### config.mk
export PLATFORM = sky130hd
export DESIGN_NAME = md_cycle_sequencer
export DESIGN_NICKNAME = d
export VERILOG_FILES = /design/src/rtl/md_cycle_sequencer.sv
export SDC_FILE = /design/constraint.sdc
export NUM_CORES = 1
export LEC_CHECK = 0
export ABC_AREA = 1
export ABC_CLOCK_PERIOD_IN_PS = 3800
export BUFFER_PORTS_ARGS = -buffer_cell sky130_fd_sc_hd__buf_2
export CAP_MARGIN = 20
export CORE_AREA = 2 2 39 41
export DETAILED_ROUTE_END_ITERATION = 7
export DIE_AREA = 0 0 41 43
export GPL_ROUTABILITY_DRIVEN = 0
export PLACE_DENSITY = 0.76
export SLEW_MARGIN = 40
export SYNTH_ARGS = -nofsm -noshare
export SYNTH_HDL_FRONTEND = slang
export SYNTH_SLANG_ARGS = --single-unit
### constraint.sdc
create_clock -name clock -period 3.8 [get_ports clock]
set_clock_uncertainty 0.1 [all_clocks]
set_input_delay 0.19 -clock clock [delete_from_list [all_inputs] [get_ports clock]]
set_output_delay 0.19 -clock clock [all_outputs]
set_load 0.01 [all_outputs]
### src/rtl/md_cycle_sequencer.sv
// Step sequencer for multicycle multiply/divide: a start loads the op's length, then a binary
// step index walks 0..LEN-1 once per enabled cycle, followed by a one-cycle done strobe.
module md_cycle_sequencer #(
  parameter int CNT_W       = 6,
  parameter int MULT_CYCLES = 32,
  parameter int DIV_CYCLES  = 33
) (
  input  logic             clock,
  input  logic             reset,
  input  logic             ctrl_enable,
  input  logic             start_mult,
  input  logic             start_div,
  input  logic             cancel,
  output logic             busy,
  output logic             done,
  output logic             op_is_div,
  output logic [CNT_W-1:0] step,
  output logic             first,
  output logic             last,
  output logic             err
);

  typedef enum logic [1:0] {
    ST_IDLE = 2'd0,
    ST_RUN  = 2'd1,
    ST_DONE = 2'd2
  } state_t;

  localparam logic [CNT_W-1:0] MULT_LAST = CNT_W'(MULT_CYCLES - 1);
  localparam logic [CNT_W-1:0] DIV_LAST  = CNT_W'(DIV_CYCLES - 1);

  state_t           state_q, state_d;
  logic [CNT_W-1:0] step_q, step_d;
  logic             op_is_div_q, op_is_div_d;
  logic             err_q, err_d;
  logic [CNT_W-1:0] last_step;

  assign last_step = op_is_div_q ? DIV_LAST : MULT_LAST;

  // Everything holds unless ctrl_enable is high; cancel beats a dual start, which beats a single start.
  always_comb begin
    state_d     = state_q;
    step_d      = step_q;
    op_is_div_d = op_is_div_q;
    err_d       = err_q;
    if (ctrl_enable) begin
      err_d = 1'b0;
      if (cancel) begin
        state_d = ST_IDLE;
        step_d  = '0;
      end else if (start_mult && start_div) begin
        err_d = 1'b1;
      end else if (start_mult || start_div) begin
        state_d     = ST_RUN;
        step_d      = '0;
        op_is_div_d = start_div;
      end else begin
        case (state_q)
          ST_RUN: begin
            if (step_q == last_step) begin
              state_d = ST_DONE;
              step_d  = '0;
            end else begin
              step_d = step_q + CNT_W'(1);
            end
          end
          ST_DONE: state_d = ST_IDLE;
          default: state_d = ST_IDLE;
        endcase
      end
    end
  end

  always_ff @(posedge clock) begin
    if (reset) begin
      state_q     <= ST_IDLE;
      step_q      <= '0;
      op_is_div_q <= 1'b0;
      err_q       <= 1'b0;
    end else begin
      state_q     <= state_d;
      step_q      <= step_d;
      op_is_div_q <= op_is_div_d;
      err_q       <= err_d;
    end
  end

  // Outputs decode registered state only, so nothing combinational reaches them from the inputs.
  assign busy      = (state_q == ST_RUN);
  assign done      = (state_q == ST_DONE);
  assign op_is_div = op_is_div_q;
  assign step      = step_q;
  assign first     = busy && (step_q == '0);
  assign last      = busy && (step_q == last_step);
  assign err       = err_q;

endmodule
After elaboration in Yosys (flattened, before gate mapping):

Index checks and enable logic that the tools add are counted.

* bits in registers: 10
* bits of input ports: 6
* output and inout port bits: 12
* logic and storage cells: 34

* add/sub/neg operators: 1
* eq/ne operators: 5
* multiplexer cells: 13
* bitwise gates (word level): 2
* reduce and logical (&&, ||, !) cells: 9

Operators with widths (count)
* $mux W6: 6
* $mux W2: 5
* $add A6 B1 Y6 const B: 1
* $eq A6 B6 Y1: 1
* $logic_not A6 Y1: 1
* $reduce_and A3 Y1: 2
* $ne A4 B2 Y1 const B: 1
* $reduce_and A4 Y1: 1
* $logic_and A1 B1 Y1: 3
* $reduce_bool A3 Y1: 1
* $eq A2 B1 Y1 const B: 1
* $eq A2 B2 Y1 const B: 1
* $mux W1: 2
* $ne A2 B2 Y1 const B: 1
* $not A1 Y1: 2
* $logic_or A1 B1 Y1: 1

Depth between registers and ports, before layout:

Gate-level depths: netlist of the first run.

* depth in word-level cells: 7
* depth in mapped cells: 9
* depth with buffers taken out: 9

Worst setup path before layout of the first run:

OpenSTA, ideal clock, no wires.

* path kind: register -> output
* start: reg step_q[0], in the netlist step[0]
* end: out last
* arrival time: 1037 ps
* required time: 3510 ps
* setup slack: 2473 ps
* cell stages (with the launch flop): 7
* path buffers: 0
* cell sequence: dfxtp_1 -> nand2_1 -> nor2_4 -> nand2_1 -> nand2_2 -> nand2_2 -> nor2_1

* word-level cells in the longest chain between the ends: 2

Ends and longest elaborated chain
* start: declaration: line 33 `logic [CNT_W-1:0] step_q, step_d;`
* start signal: assignment: line 82 `step_q <= step_d;`
* $eq A6 B6 Y1: line 94 `assign last = busy && (step_q == last_step);`
* $logic_and A1 B1 Y1: line 94
* end: declaration: line 19 `output logic last,`

Every way passes these cells.

Worst setup path in the final report of the first run:

* start: reg step_q[1], in the netlist step[1]
* end: out last

The elaborated chain is that of the path after synthesis.

==> results of run 1 <==
-- cells in the final DEF (no fill, tap or decap) --
cell	count
nor2_2	2
xor2_2	1
nand2_2	8
inv_2	3
o21ai_0	4
nor3_1	1
buf_2	17
clkbuf_8	1
nand2_1	15
nand3_2	2
nor2_4	2
dfxtp_1	10
clkbuf_4	3
o21ai_2	1
nor2_1	18
o21ai_4	1
ha_1	2
nand2_4	2
inv_1	15
a21oi_1	3
nand3_1	9
-- state kept, by name, indices dropped and copies added (netlist names) --
name / flops
state_q: 2
op_is_div: 1
err: 1
step: 6
-- tightest hold or removal path: cells and delay by family --
family | cells | cell delay [ps]
AND/OR/NAND/NOR | 3 | 140
buffers and inverters | 1 | 90
-- metrics by stage --
| stage | hold WS (ps) | total power [mW] | area [um^2] |
|---|---|---|---|
| finish | 82.6 | 0.260 | 812 |
| global route | 76.4 | 0.275 | 812 |
| CTS | 87.6 | 0.260 | 812 |
| detailed placement | 379 | 0.162 | 776 |
| global placement | 366 | 0.161 | 776 |
| floorplan | 257 | 0.148 | 671 |
-- worst paths after layout --
path                             end  slack [ps]  cells after the start
min reg2reg  state_q[1]$_SDFFE_PP0P_         390                      2
min             step[5]$_SDFFE_PP0P_          80                      4
max reg2reg     step[1]$_SDFFE_PP0P_        2410                      9
max                             last        2120                      7
-- power groups by stage --
stage               Combinational [mW]  Clock (mW)  Sequential [mW]
floorplan                       0.0319           0            0.116
global placement                0.0470           0            0.114
detailed placement              0.0474           0            0.115
CTS                             0.0479       0.100            0.112
global route                    0.0535       0.109            0.113
finish                          0.0476      0.0997            0.112
-- cell families (layout without fill, tap and decap cells) --
| kind of cell | Yosys count | after routing | share of synthesized area |
|---|---|---|---|
| AOI/OAI and AO/OA | 9 | 9 | 0.0896 |
| adders and majority gates | 2 | 2 | 0.0373 |
| xor gates and xnor gates | 1 | 1 | 0.0243 |
| DFF | 10 | 10 | 0.299 |
| and+or+nand+nor | 59 | 59 | 0.450 |
| buffers and inverters | 18 | 39 | 0.101 |
-- metal layers --
metal | vias to the layer above | wire length (um) | global-route usage
met5 | - | 0 | 0
met4 | 0 | 27 | 0.120
met3 | 4 | 67 | 0.0785
met2 | 16 | 660 | 0.256
met1 | 277 | 614 | 0.240
li1 | 346 | - | -
-- layout make-up --
class	instances	area share
clock buffer	4	0.0447
inverter	18	0.0832
multi-input combinational	71	0.496
sequential	10	0.247
tap	16	0.0247
timing repair buffer	17	0.105
==> qor.yml, run 1 <==
holdBufCountCts: 0
clkPwrFrac: 0.384
cts_tree: "built"
status: "finished clean"
end_kind: "output port"
wire_per_inst_um: 10.1
nNetsFinal: 129
via_per_inst: 4.73
ys_ff_latch: 10
core-area_mm2: 0.00138
period_minus_slack_ps: 1680
power_switching_mw: 0.0750
r2r_start: "step[1]$_SDFFE_PP0P_"
cts.clk_slew.worst_paths_ps: 70
grt_max_degree: 8
synth_enable_flop_cells: 0
area_delta_synth_final_pct: 21.1
path_max_fanout: 6
pin_count: 18
final_core_util: 0.587
leakagePower_nw: 0.407
syn_area_per_cell_um2: 6.77
num-fill-cells: 138
synthTopCellsByCount: "nor2_1, inv_1, nand2_1"
clk_latency_ps: 270
relSlewSlack: 0.851
detailed_place_hpwl_um: 1040
chipWidth_um: 41
hp-start: "reset"
dp_slack_ps: 2450
ys.warnings.count: 0
grt_antenna_before_repair: 0
p_comb_frac: 0.183
seqCellArea_um2: 200
drive_above_1_share: 0.358
post_cts_resize_count: 0
synth.top_cell.area_share: 0.299
firstDrtPassIters: 4
antenna_cells: 0
numCtsBuffers: 3
synth_most_common_cell: "nor2_1"
rsz0062_at_grt: "false"
cts_sinks: 10
drtAntennaViolNets: 0
rows: 14
yosysTopAreaCell: "dfxtp_1"
yosysUniqueCellTypes: 18
post-cts-setup-buffers: 0
drtIter0Drc: 16
p_sw_frac: 0.289
cpPeakStageDelay_ps: 420
cp.required_ps: 3510
finalNonFillerCells: 136
dp_cells: 132
fin_setup_tns_ps: 0
grt_pass1_wl_um: 2180
wirelength_um: 1370
startpoint: "step[1]$_SDFFE_PP0P_"
grt_overflow: 0
hold_class: "in -> reg"
drc: 0
cpMaxStageDelayCell: "dfxtp_1"
cap_violations: 0
port_buffers: 17
multi_input_area_um2: 403
initial_utilization: 0.485
clockRootBuffer: "clkbuf_4"
seq_power_share: 0.433
syn_area_um2: 671
die-area_mm2: 0.00176
critPathTopFamily: "simple AND/OR/NAND/NOR gates"
slew_violations: 0
peakVddDrop_mv: 0.175
setup_ws_ps: 2120
netlist_top_cells_area: "dfxtp_1, nor2_1, inv_1"
grtUsageTotal: 0.190
crit_buf_inv: 1
hold_viol: 0
powerDensity_mw_per_mm2: 320
p_int_mw: 0.185
fin_crit_sh: 0.442
yosysSeqAreaShare: 0.299
fmax_ghz: 0.596
cts.htree.levels: 1
cp-start-kind: "flip-flop"
worstMarginPinSlew_ps: 223
grt_pass1_vias: 523
setup.worst_path.class: "reg -> out"
synth_ff_type: "dfxtp_1"
setup_viol: 0
async_reset_ff_frac: 0
path_cells: "nand2_1 > nor2_4 > nand2_1 > nand2_2 > nand2_2 > nor2_1 > buf_2"
vias: 643
cp.arrival_ps: 1390
syn_inst: 99
postSynthNetCount: 107
clockBufferDepth: 2
die_h_um: 43
Power figures use the tool's default switching activity.
==> run 2: changes to the inputs <==
Settings changed: ABC_AREA 1 to 0, ABC_CLOCK_PERIOD_IN_PS 3800 to 1360, CORE_AREA 2 2 39 41 to not set, CORE_MARGIN set to 2, CORE_UTILIZATION set to 44, DIE_AREA 0 0 41 43 to not set, PLACE_DENSITY 0.76 to 0.71.
Clock period 3.8 ns to 1.36 ns, I/O delays scaled along.
==> run 2 against run 1 <==
Clock power up 120%. Utilization rose by 15 points. Flip-flop and latch count did not move. Final cell count rose by 0.74%. Wire length up 40%. Cell area increased by 21%. The run now ends with negative setup slack left. Total power is 140% higher. Synthesized area fell by 3.9%. First-iteration DRC count is 110% higher. Hold slack got worse by 66 ps. Synthesized cell count shrank 17%.
==> qor.yml, run 2 <==
status: "finished, violations left"
violations: "negative setup slack"
antenna_cells: 0
hold_viol: 0
drive_above_1_share: 0.475
timing.rr.end: "state_q[1]$_SDFFE_PP0P_"
drc: 0
hold_class: "in -> reg"
grt_pass1_wl_um: 3200
worstMarginPinSlew_ps: 344
firstDrtPassIters: 4
slew_violations: 0
die_h_um: 42.3
cap_violations: 0
startpoint: "step[3]$_SDFFE_PP0P_"
seq_power_share: 0.473
setup_viol: 10
synthTopCellsByCount: "dfxtp_1, nand2_1, nand4_1"
cts_tree: "built"
grt_pass1_vias: 760
rows: 13
syn_area_per_cell_um2: 7.86
clkPwrFrac: 0.357
synth_enable_flop_cells: 0
peakVddDrop_mv: 0.467
r2r_start: "step[3]$_SDFFE_PP0P_"
yosysSeqAreaShare: 0.311
leakagePower_nw: 0.438
postSynthNetCount: 90
period_minus_slack_ps: 1600
die-area_mm2: 0.00179
clk_latency_ps: 270
setup_ws_ps: -241
yosysUniqueCellTypes: 29
core-area_mm2: 0.00133
powerDensity_mw_per_mm2: 633
path_max_fanout: 4
cts_sinks: 10
cp-start-kind: "flip-flop"
cp.required_ps: 1460
p_comb_frac: 0.170
grt_antenna_before_repair: 0
cp.arrival_ps: 1700
largest_register_ffs: 6
place_area_um2: 871
numCtsBuffers: 3
synth.top_cell.area_share: 0.311
netlist_top_cells_area: "dfxtp_1, nand4_1, nand2_1"
clockBufferDepth: 2
area_delta_synth_final_pct: 52.4
grt_overflow: 0
mostFrequentLayoutCell: "buf_4"
port_buffers: 17
final_cell_area_um2: 982
drtIter0Drc: 34
relSlewSlack: 0.768
synth_most_common_cell: "dfxtp_1"
initial_utilization: 0.483
syn_inst: 82
p_sw_frac: 0.272
grt_max_degree: 11
wirelength_um: 1910
fin_setup_tns_ps: -785
dp_slack_ps: -97.2
setup.worst_path.end: "state_q[1]$_SDFFE_PP0P_"
setup.worst_path.class: "reg -> reg"
ys.warnings.count: 0
syn_area_um2: 644
final_cell_mix: "buf_4, buf_2, nand2_1"
power_switching_mw: 0.169
end_kind: "flip-flop"
vias: 817
pin_count: 18
clockRootBuffer: "clkbuf_4"
r2r_slack_ps: -240
final_core_util: 0.736
rsz0062_at_grt: "true"
cts.clk_slew.worst_paths_ps: 70
grtUsageTotal: 0.230
async_reset_ff_frac: 0
fmax_ghz: 0.624
ys_ff_latch: 10
via_per_inst: 5.96
yosysTopAreaCell: "dfxtp_1"
power_mw: 0.621
fin_crit_sh: 1.18
synth_ff_type: "dfxtp_1"
detailed_place_hpwl_um: 1340
drtAntennaViolNets: 0
p_int_mw: 0.452
chipWidth_um: 42.3
cts.htree.levels: 1
nNetsFinal: 131
ff2ff_path_depth: 5
wire_per_inst_um: 14.0
[run 2: power groups by stage]
stage | Combinational, mW | Sequential [mW] | Clock [mW]
after floorplan | 0.0436 | 0.306 | 0
after CTS | 0.103 | 0.296 | 0.227
after detailed placement | 0.0990 | 0.303 | 0
after global placement | 0.0973 | 0.303 | 0
final | 0.105 | 0.294 | 0.222
after global routing | 0.114 | 0.295 | 0.243
[run 2: layout make-up]
type                            count  area [um^2]
Clock buffer                        4         26.3
Tap cell                           15         18.8
Fill cell                         107          352
Sequential cell                    10          216
Multi-Input combinational cell     62          419
Inverter                            5         18.8
Timing Repair Buffer               41          283
[run 2: worst min path at each step]
stage              start                      end  slack [ps]  cells after the start
5_1_grt        start_div   op_is_div$_SDFFE_PP0P_          30                      3
3_3_place_gp       reset  state_q[0]$_SDFFE_PP0P_         270                      2
3_5_place_dp       reset     step[1]$_SDFFE_PP0P_         280                      2
2_1_floorplan  start_div   op_is_div$_SDFFE_PP0P_         130                      2
4_1_cts        start_div   op_is_div$_SDFFE_PP0P_           6                      3
6_report       start_div   op_is_div$_SDFFE_PP0P_          20                      3
[run 2: what timing repair did]
action                                  4_1_cts  5_1_grt
endpoints found under the hold margin         3        0
hold buffers                                  1        0
endpoints found under the setup margin        4       10
pin swaps                                     7        9
setup buffers                                 4        2
cloned                                        0        0
resized for setup                             8        3
[run 2: metrics by stage]
| step | std cells | hold WS [ps] |
|---|---|---|
| global route | 137 | 29.1 |
| CTS | 135 | 6.46 |
| finish | 137 | 16.2 |
| global placement | 126 | 267 |
| floorplan | 82 | 125 |
| detailed placement | 126 | 277 |
[run 2: per-layer routing]
metal,vias up,part of all wire,GRT usage,wire (um)
met4,0,0.014,0.100,26
met1,384,0.43,0.300,829
met2,36,0.49,0.378,946
li1,389,-,-,-
met5,-,0,0,0
met3,8,0.058,0.0259,111
[run 2: worst max-delay path, cell delays in order, from the launching register on]
cell and delay (ps):
dfxtp_4 370, nor3_4 200, nand4_1 160, buf_4 170
a2111o_1 410, a21oi_2 120
[run 2: cells by family after synthesis]
family	after synthesis	share of synthesized area
and+or+nand+nor	42	0.359
AOI/OAI and AO/OA	18	0.198
buffers and inverters	10	0.0932
DFF	10	0.311
adders and majority gates	2	0.0388
